`config.mk`:
```
export PLATFORM = sky130hd
export DESIGN_NAME = controle_contagem_flat
export DESIGN_NICKNAME = d
export VERILOG_FILES = /design/src/rtl/controle_contagem_if.sv /design/src/rtl/controle_contagem.sv /design/src/flat_wrapper.sv
export SDC_FILE = /design/constraint.sdc
export NUM_CORES = 1
export LEC_CHECK = 0
export CAP_MARGIN = 0
export CELL_PAD_IN_SITES_DETAIL_PLACEMENT = 1
export CELL_PAD_IN_SITES_GLOBAL_PLACEMENT = 2
export CORE_ASPECT_RATIO = 0.6
export CORE_MARGIN = 8
export CORE_UTILIZATION = 25
export CTS_BUF_LIST = sky130_fd_sc_hd__clkbuf_4
export CTS_CLUSTER_DIAMETER = 80
export DETAILED_ROUTE_END_ITERATION = 7
export HOLD_SLACK_MARGIN = 0.15
export PLACE_DENSITY_LB_ADDON = 0.15
export SYNTH_ARGS = -nofsm -noshare
export SYNTH_HDL_FRONTEND = slang
export SYNTH_SLANG_ARGS = --single-unit
```
`constraint.sdc`:
```
create_clock -name clk -period 1.93 [get_ports clk]
set_input_delay 0.193 -clock clk [delete_from_list [all_inputs] [get_ports clk]]
set_output_delay 0.193 -clock clk [all_outputs]
set_load 0.03 [all_outputs]
```
`src/rtl/controle_contagem_if.sv`:
```
// Signal bundle between the count controller and its surroundings:
// raw buttons and counter value in, counter strobes and status out.
interface controle_contagem_if;
    // Strobe semantics: cnt_en and cnt_clr are single-cycle, registered,
    // mutually exclusive pulses; the counter acts on them at the rising
    // edge that ends the pulse cycle. There is no back-pressure, so a
    // pulse is consumed in the cycle it is presented.
    logic       btn_ss;
    logic       btn_clr;
    logic [3:0] q_in;
    logic       cnt_en;
    logic       cnt_clr;
    logic       running;
    logic       done;

    modport master (
        output btn_ss, btn_clr, q_in,
        input  cnt_en, cnt_clr, running, done
    );

    modport slave (
        input  btn_ss, btn_clr, q_in,
        output cnt_en, cnt_clr, running, done
    );
endinterface

```
`src/rtl/controle_contagem.sv`:
```
// Count controller: synchronizes and debounces the start/stop and clear
// buttons, divides the clock into a count tick, and sequences the
// downstream counter through IDLE/RUN/PAUSE/DONE.
module controle_contagem #(
    parameter int         DIV   = 10,
    parameter int         DEB   = 4,
    parameter logic [3:0] LIMIT = 4'd15
) (
    input  logic                clk,
    input  logic                rst,
    controle_contagem_if.slave  bus,
    output logic [1:0]          state_dbg
);

    localparam int             DW       = $clog2(DIV);
    localparam logic [DW-1:0]  DIV_LAST = DW'(DIV - 1);
    localparam logic [7:0]     DEB_LAST = 8'(DEB - 1);

    typedef enum logic [1:0] {
        IDLE  = 2'd0,
        RUN   = 2'd1,
        PAUSE = 2'd2,
        DONE  = 2'd3
    } state_t;

    // Bit 0 is start/stop, bit 1 is clear.
    logic [1:0]      raw;
    logic [1:0]      sync1;
    logic [1:0]      sync2;
    logic [1:0]      level;
    logic [1:0]      level_d;
    logic [1:0]      armed;
    logic [1:0]      sync_ok;
    logic [1:0][7:0] deb_cnt;
    logic [1:0]      press;
    logic [1:0]      press_next;

    state_t          state_q;
    state_t          state_n;
    logic [DW-1:0]   div_q;
    logic [DW-1:0]   div_n;
    logic            tick;
    logic            en_n;
    logic            clr_n;
    logic [3:0]      q_eff;
    logic            cnt_en_q;
    logic            cnt_clr_q;
    logic            running_q;
    logic            done_q;

    assign raw = {bus.btn_clr, bus.btn_ss};

    // A button is armed only once it has been seen released after reset,
    // so a button held through reset never produces a press.
    assign press = level & ~level_d & armed;

    // A press that will be presented in the next cycle; lets the registered
    // cnt_en be withheld for a tick that a press is about to pre-empt.
    always_comb begin
        press_next = '0;
        for (int i = 0; i < 2; i++) begin
            press_next[i] = armed[i] & ~level[i] & sync2[i] &
                            (deb_cnt[i] == DEB_LAST);
        end
    end

    // Two-flop synchronizers, debounce counters and press arming.
    always_ff @(posedge clk) begin
        if (!rst) begin
            sync1   <= '0;
            sync2   <= '0;
            level   <= '0;
            level_d <= '0;
            armed   <= '0;
            sync_ok <= '0;
            deb_cnt <= '0;
        end else begin
            sync1   <= raw;
            sync2   <= sync1;
            level_d <= level;
            sync_ok <= {sync_ok[0], 1'b1};
            for (int i = 0; i < 2; i++) begin
                if (sync2[i] != level[i]) begin
                    if (deb_cnt[i] == DEB_LAST) begin
                        level[i]   <= sync2[i];
                        deb_cnt[i] <= '0;
                    end else begin
                        deb_cnt[i] <= deb_cnt[i] + 8'd1;
                    end
                end else begin
                    deb_cnt[i] <= '0;
                end
                if (sync_ok[1] && !sync2[i] && !level[i]) begin
                    armed[i] <= 1'b1;
                end
            end
        end
    end

    assign tick = (state_q == RUN) && (div_q == DIV_LAST);

    // While cnt_clr is high the counter is cleared at this edge, so the
    // look-ahead for the next tick must see the cleared value.
    assign q_eff = cnt_clr_q ? 4'd0 : bus.q_in;

    // Next state, divider and the strobes to be registered at this edge.
    always_comb begin
        state_n = state_q;
        div_n   = div_q;
        clr_n   = 1'b0;
        if (press[1]) begin
            state_n = IDLE;
            div_n   = '0;
            clr_n   = 1'b1;
        end else begin
            case (state_q)
                IDLE: begin
                    if (press[0]) begin
                        state_n = RUN;
                        div_n   = '0;
                    end
                end
                RUN: begin
                    if (press[0]) begin
                        state_n = PAUSE;
                    end else if (tick) begin
                        div_n = '0;
                        if (bus.q_in == LIMIT) begin
                            state_n = DONE;
                        end
                    end else begin
                        div_n = div_q + DW'(1);
                    end
                end
                PAUSE: begin
                    if (press[0]) begin
                        state_n = RUN;
                    end
                end
                DONE: begin
                    if (press[0]) begin
                        state_n = RUN;
                        div_n   = '0;
                        clr_n   = 1'b1;
                    end
                end
                default: begin
                    state_n = IDLE;
                    div_n   = '0;
                end
            endcase
        end
        // cnt_en is registered one edge early so that it is high during the
        // tick cycle itself, unless that tick will be pre-empted by a press
        // or will find the counter at its limit.
        en_n = (state_n == RUN) && (div_n == DIV_LAST) &&
               (q_eff != LIMIT) && !press_next[0] && !press_next[1];
    end

    // State register, divider and registered outputs.
    always_ff @(posedge clk) begin
        if (!rst) begin
            state_q   <= IDLE;
            div_q     <= '0;
            cnt_en_q  <= 1'b0;
            cnt_clr_q <= 1'b0;
            running_q <= 1'b0;
            done_q    <= 1'b0;
        end else begin
            state_q   <= state_n;
            div_q     <= div_n;
            cnt_en_q  <= en_n;
            cnt_clr_q <= clr_n;
            running_q <= (state_n == RUN);
            done_q    <= (state_n == DONE);
        end
    end

    assign bus.cnt_en  = cnt_en_q;
    assign bus.cnt_clr = cnt_clr_q;
    assign bus.running = running_q;
    assign bus.done    = done_q;
    assign state_dbg   = state_q;

endmodule

```
`src/flat_wrapper.sv`:
```
// flat-port wrapper written by rule: the top's interface ports become plain ports
module controle_contagem_flat 
#(
    parameter int         DIV   = 10,
    parameter int         DEB   = 4,
    parameter logic [3:0] LIMIT = 4'd15
)
  (clk, rst, state_dbg, bus_btn_ss, bus_btn_clr, bus_q_in, bus_cnt_en, bus_cnt_clr, bus_running, bus_done);
  controle_contagem_if bus_i ();
  input  logic clk;
  input  logic rst;
  output logic [1:0] state_dbg;
  input wire logic [$bits(bus_i.btn_ss)-1:0] bus_btn_ss;
  input wire logic [$bits(bus_i.btn_clr)-1:0] bus_btn_clr;
  input wire logic [$bits(bus_i.q_in)-1:0] bus_q_in;
  output wire logic [$bits(bus_i.cnt_en)-1:0] bus_cnt_en;
  output wire logic [$bits(bus_i.cnt_clr)-1:0] bus_cnt_clr;
  output wire logic [$bits(bus_i.running)-1:0] bus_running;
  output wire logic [$bits(bus_i.done)-1:0] bus_done;
  assign bus_i.btn_ss = bus_btn_ss;
  assign bus_i.btn_clr = bus_btn_clr;
  assign bus_i.q_in = bus_q_in;
  assign bus_cnt_en = bus_i.cnt_en;
  assign bus_cnt_clr = bus_i.cnt_clr;
  assign bus_running = bus_i.running;
  assign bus_done = bus_i.done;
  controle_contagem #(.DIV(DIV), .DEB(DEB), .LIMIT(LIMIT)) u_core (.clk(clk), .rst(rst), .bus(bus_i), .state_dbg(state_dbg));
endmodule
```
==> Flow_metrics.wiki <==
{| class="wikitable"
! Metric !! Value
|-
| Final antenna-violating net count || 0
|-
| Area of the multi-input gates || 907 sq um
|-
| Routability cong. || 0.755
|-
| Total length of routed wires || 3920 um
|-
| Synth Cell Area || 0.00164 sq mm
|-
| GRT Overall Usage || 8.78%
|-
| Antenna diode count || 0
|-
| Fraction of post-synthesis cell area in the top cell type by area || 46.4%
|-
| Setup tns final || 0 ps
|-
| NumNets Final || 215
|-
| Clock skew || 6.62 ps
|-
| Async set or reset register ratio after synthesis || 0%
|-
| TritonCTS clock tree || built
|-
| Worst voltage drop across the vdd grid || 0.262 mV
|-
| Final instance area || 0.00211 sq mm
|-
| GRT Residual Overflow || 0
|-
| Pre-CTS setup slack || -49.5 ps
|-
| Startpoint types || register
|-
| Area of the die || 0.00948 sq mm
|-
| Synth Net Count || 188
|-
| Wire length of the first global-routing pass || 6650 um
|-
| Number of clock sinks || 38
|-
| Drt wl/cell || 13.8 um
|-
| Synth Flop Type || dfxtp_1
|-
| Bufs on Longest Clock Path || 2
|-
| Share of post-route cells with drive strength above 1 || 15.4%
|-
| Height of the die || 78.7 um
|-
| Count of yosys warnings during synthesis || 0
|-
| Sequential cell area in the final layout || 768 sq um
|-
| Initial antenna violation count || 0
|-
| PnR worst setup slack || 88.6 ps
|-
| Number of enable flip-flop cells after synthesis || 0
|-
| Final critical-path required period || 1840 ps
|-
| Synthesis-to-layout area growth || 28.6%
|-
| DRC || 0
|-
| Largest fanout of any net on the critical path || 5
|-
| Row count || 22
|-
| Normalized max-slew margin || 66.1%
|-
| Final HPWL from detailed placement || 2880 um
|-
| Share of the clock period used by the worst path || 95.4%
|-
| Final count of negative-setup-slack endpoints || 0
|-
| Worst-Margin Slew || 504 ps
|-
| Outcome || complete, no violations
|-
| Clock insertion delay at the later pin of the skew report || 350 ps
|-
| Maximum achievable frequency || 543 MHz
|-
| Io pins || 14
|-
| Mean number of vias per cell || 4.41
|-
| Number of clock buffers inserted by TritonCTS || 5
|-
| Hold violation total from the final report || 0
|-
| Number of H-tree levels || 2
|-
| Post-CTS clock slew at the launch and capture registers of the worst setup and hold paths || 130 ps
|-
| Width of the die || 120 um
|-
| Worst Path Required || 2230 ps
|-
| Avg Inst Size Synth || 9.47 sq um
|-
| Sequential share of the synthesized area || 46.4%
|-
| Count of buffers from port buffering || 13
|-
| Top cells by area, synth || dfxtp_1 46%, nor2_1 6.0%, ha_1 5.3%, xor2_1 5.3%, nand3_1 4.0%
|-
| Pin count of the biggest net entering global routing || 14
|-
| Final Max Tran Viols || 0
|-
| Arrival time of data at the critical path endpoint || 2150 ps
|-
| Top cells by count, synth || 38 x dfxtp_1, 26 x nor2_1, 13 x nand3_1
|-
| 1st-iter DRT viols || 44
|-
| Count of distinct cell types in the synthesized netlist || 38
|-
| Syn Inst Count || 173
|-
| Max-cap violations || 0
|-
| Flip-flop and latch count after synthesis || 38
|-
| Hold Crit Class || in2reg
|-
| Initial Util || 26.3%
|-
| Power Density || 729 mW/mm^2
|-
| Vias || 1256
|-
| Placeable core region || 0.00622 sq mm
|-
| Leading area contributor after synthesis || dfxtp_1
|-
| Post-Route Hold Slack || 406 ps
|-
| Via count of the first global-routing pass || 1383
|-
| Critical Setup Path Class || reg2reg
|-
| Total of fill cells in the finished design || 736
|-
| Leakage power summed over all cells || 0.791 nW
|-
| Number of detailed-route iterations in the first pass || 4
|-
| Cell Area, Placed || 0.00190 sq mm
|-
| Kind of end point of the critical path || register
|-
| Post-CTS Hold Buffers || 0
|-
| Most common cell in the netlist || dfxtp_1
|-
| Clock root buffer || clkbuf_4
|}
==> sequential cells by signal, indices dropped and copies added (netlist names) <==
register,cells
u_core.deb_cnt,16
u_core.sync_ok,2
u_core.bus.running,1
u_core.bus.cnt_clr,1
u_core.bus.done,1
u_core.div_q,4
u_core.sync2,2
u_core.level_d,2
u_core.level,2
u_core.sync1,2
u_core.bus.cnt_en,1
u_core.state_dbg,2
u_core.armed,2
==> per-stage QoR <==
step / util [%] / cells / power (W)
after global routing: 33.9 / 285 / 0.00162
after CTS: 32.6 / 282 / 0.00157
after global placement: 30.5 / 273 / 0.000862
after detailed placement: 30.5 / 273 / 0.000863
final: 33.9 / 285 / 0.00154
after floorplan: - / 173 / 0.000835
==> worst max-delay path, cell delays in order, from the launching register on <==
cell and delay (ps):
dfxtp_4 390, inv_1 110, ha_4 160, buf_4 120
nand4b_1 190, mux2_4 350, nor4_4 270, and4b_1 210
==> cells by family after synthesis <==
group	after synthesis	synth area share, %
AND/OR/NAND/NOR	91	30.1
flip-flops	38	46.4
AO/OA/AOI/OAI	14	7.56
XOR/XNOR	13	6.95
buffers and inverters	8	2.29
adder cells (fa/ha/maj)	7	5.35
multiplexers	2	1.30
==> final cells by class <==
cell class	instances	share of cell area [%]
multi-input combinational	127	43.1
sequential	38	36.5
timing repair buffer	22	9.38
tap	84	4.99
clock inverter	3	3.27
clock buffer	5	1.78
inverter	6	1.07
==> repair_timing <==
item,in CTS,in global routing
setup buffers,1,3
setup endpoints to repair,1,2
gates resized for setup,3,9
gates cloned,0,0
pin swaps,2,4
==> cells in the final DEF, fill, tap and decap left out, types with 3 or more instances in the layout <==
cell type        Yosys  layout
nor2b_1              6       6
ha_1                 7       5
nand2_1              9       9
nand3b_1             4       4
dfxtp_1             38      36
clkbuf_4             0       5
xor2_1              10      10
nand2b_1             3       3
nor3_1               7       7
nor4_1               4       3
clkdlybuf4s50_1      0      13
xnor2_1              3       3
a21oi_1              3       3
and2_1               8       8
nand3_1             13      12
buf_4                0       9
and3_1               3       3
nor2_1              26      26
inv_1                6       6
==> where the power goes <==
group	internal [W]	total [W]	switching (W)
sequential	0.000792	0.000800	0.00000872
clock	0.000405	0.000693	0.000288
combinational	0.0000246	0.0000420	0.0000174
==> final timing paths <==
path	from	end	slack, ps	depth (start not counted)
setup / recovery	u_core.state_dbg[1]$_SDFF_PN0_	u_core.bus.cnt_en$_SDFF_PN0_	90	7
hold / removal	bus_btn_ss	u_core.sync1[0]$_SDFF_PN0_	410	2
setup reg to reg	u_core.state_dbg[1]$_SDFF_PN0_	u_core.bus.cnt_en$_SDFF_PN0_	90	7
hold reg to reg	u_core.sync_ok[0]$_DFF_P_	u_core.sync_ok[1]$_SDFF_PN0_	460	1
==> metal layers <==
metal	routed length [um]	vias up	share of wire, %	global-route usage, %
li1	-	647	-	-
met1	1980	593	51	11.3
met2	1750	12	45	13.2
met3	147	4	3.7	2.97
met4	43	0	1.1	3.72
met5	0	-	0	0
Note: power is estimated with default switching activity, not from simulation.
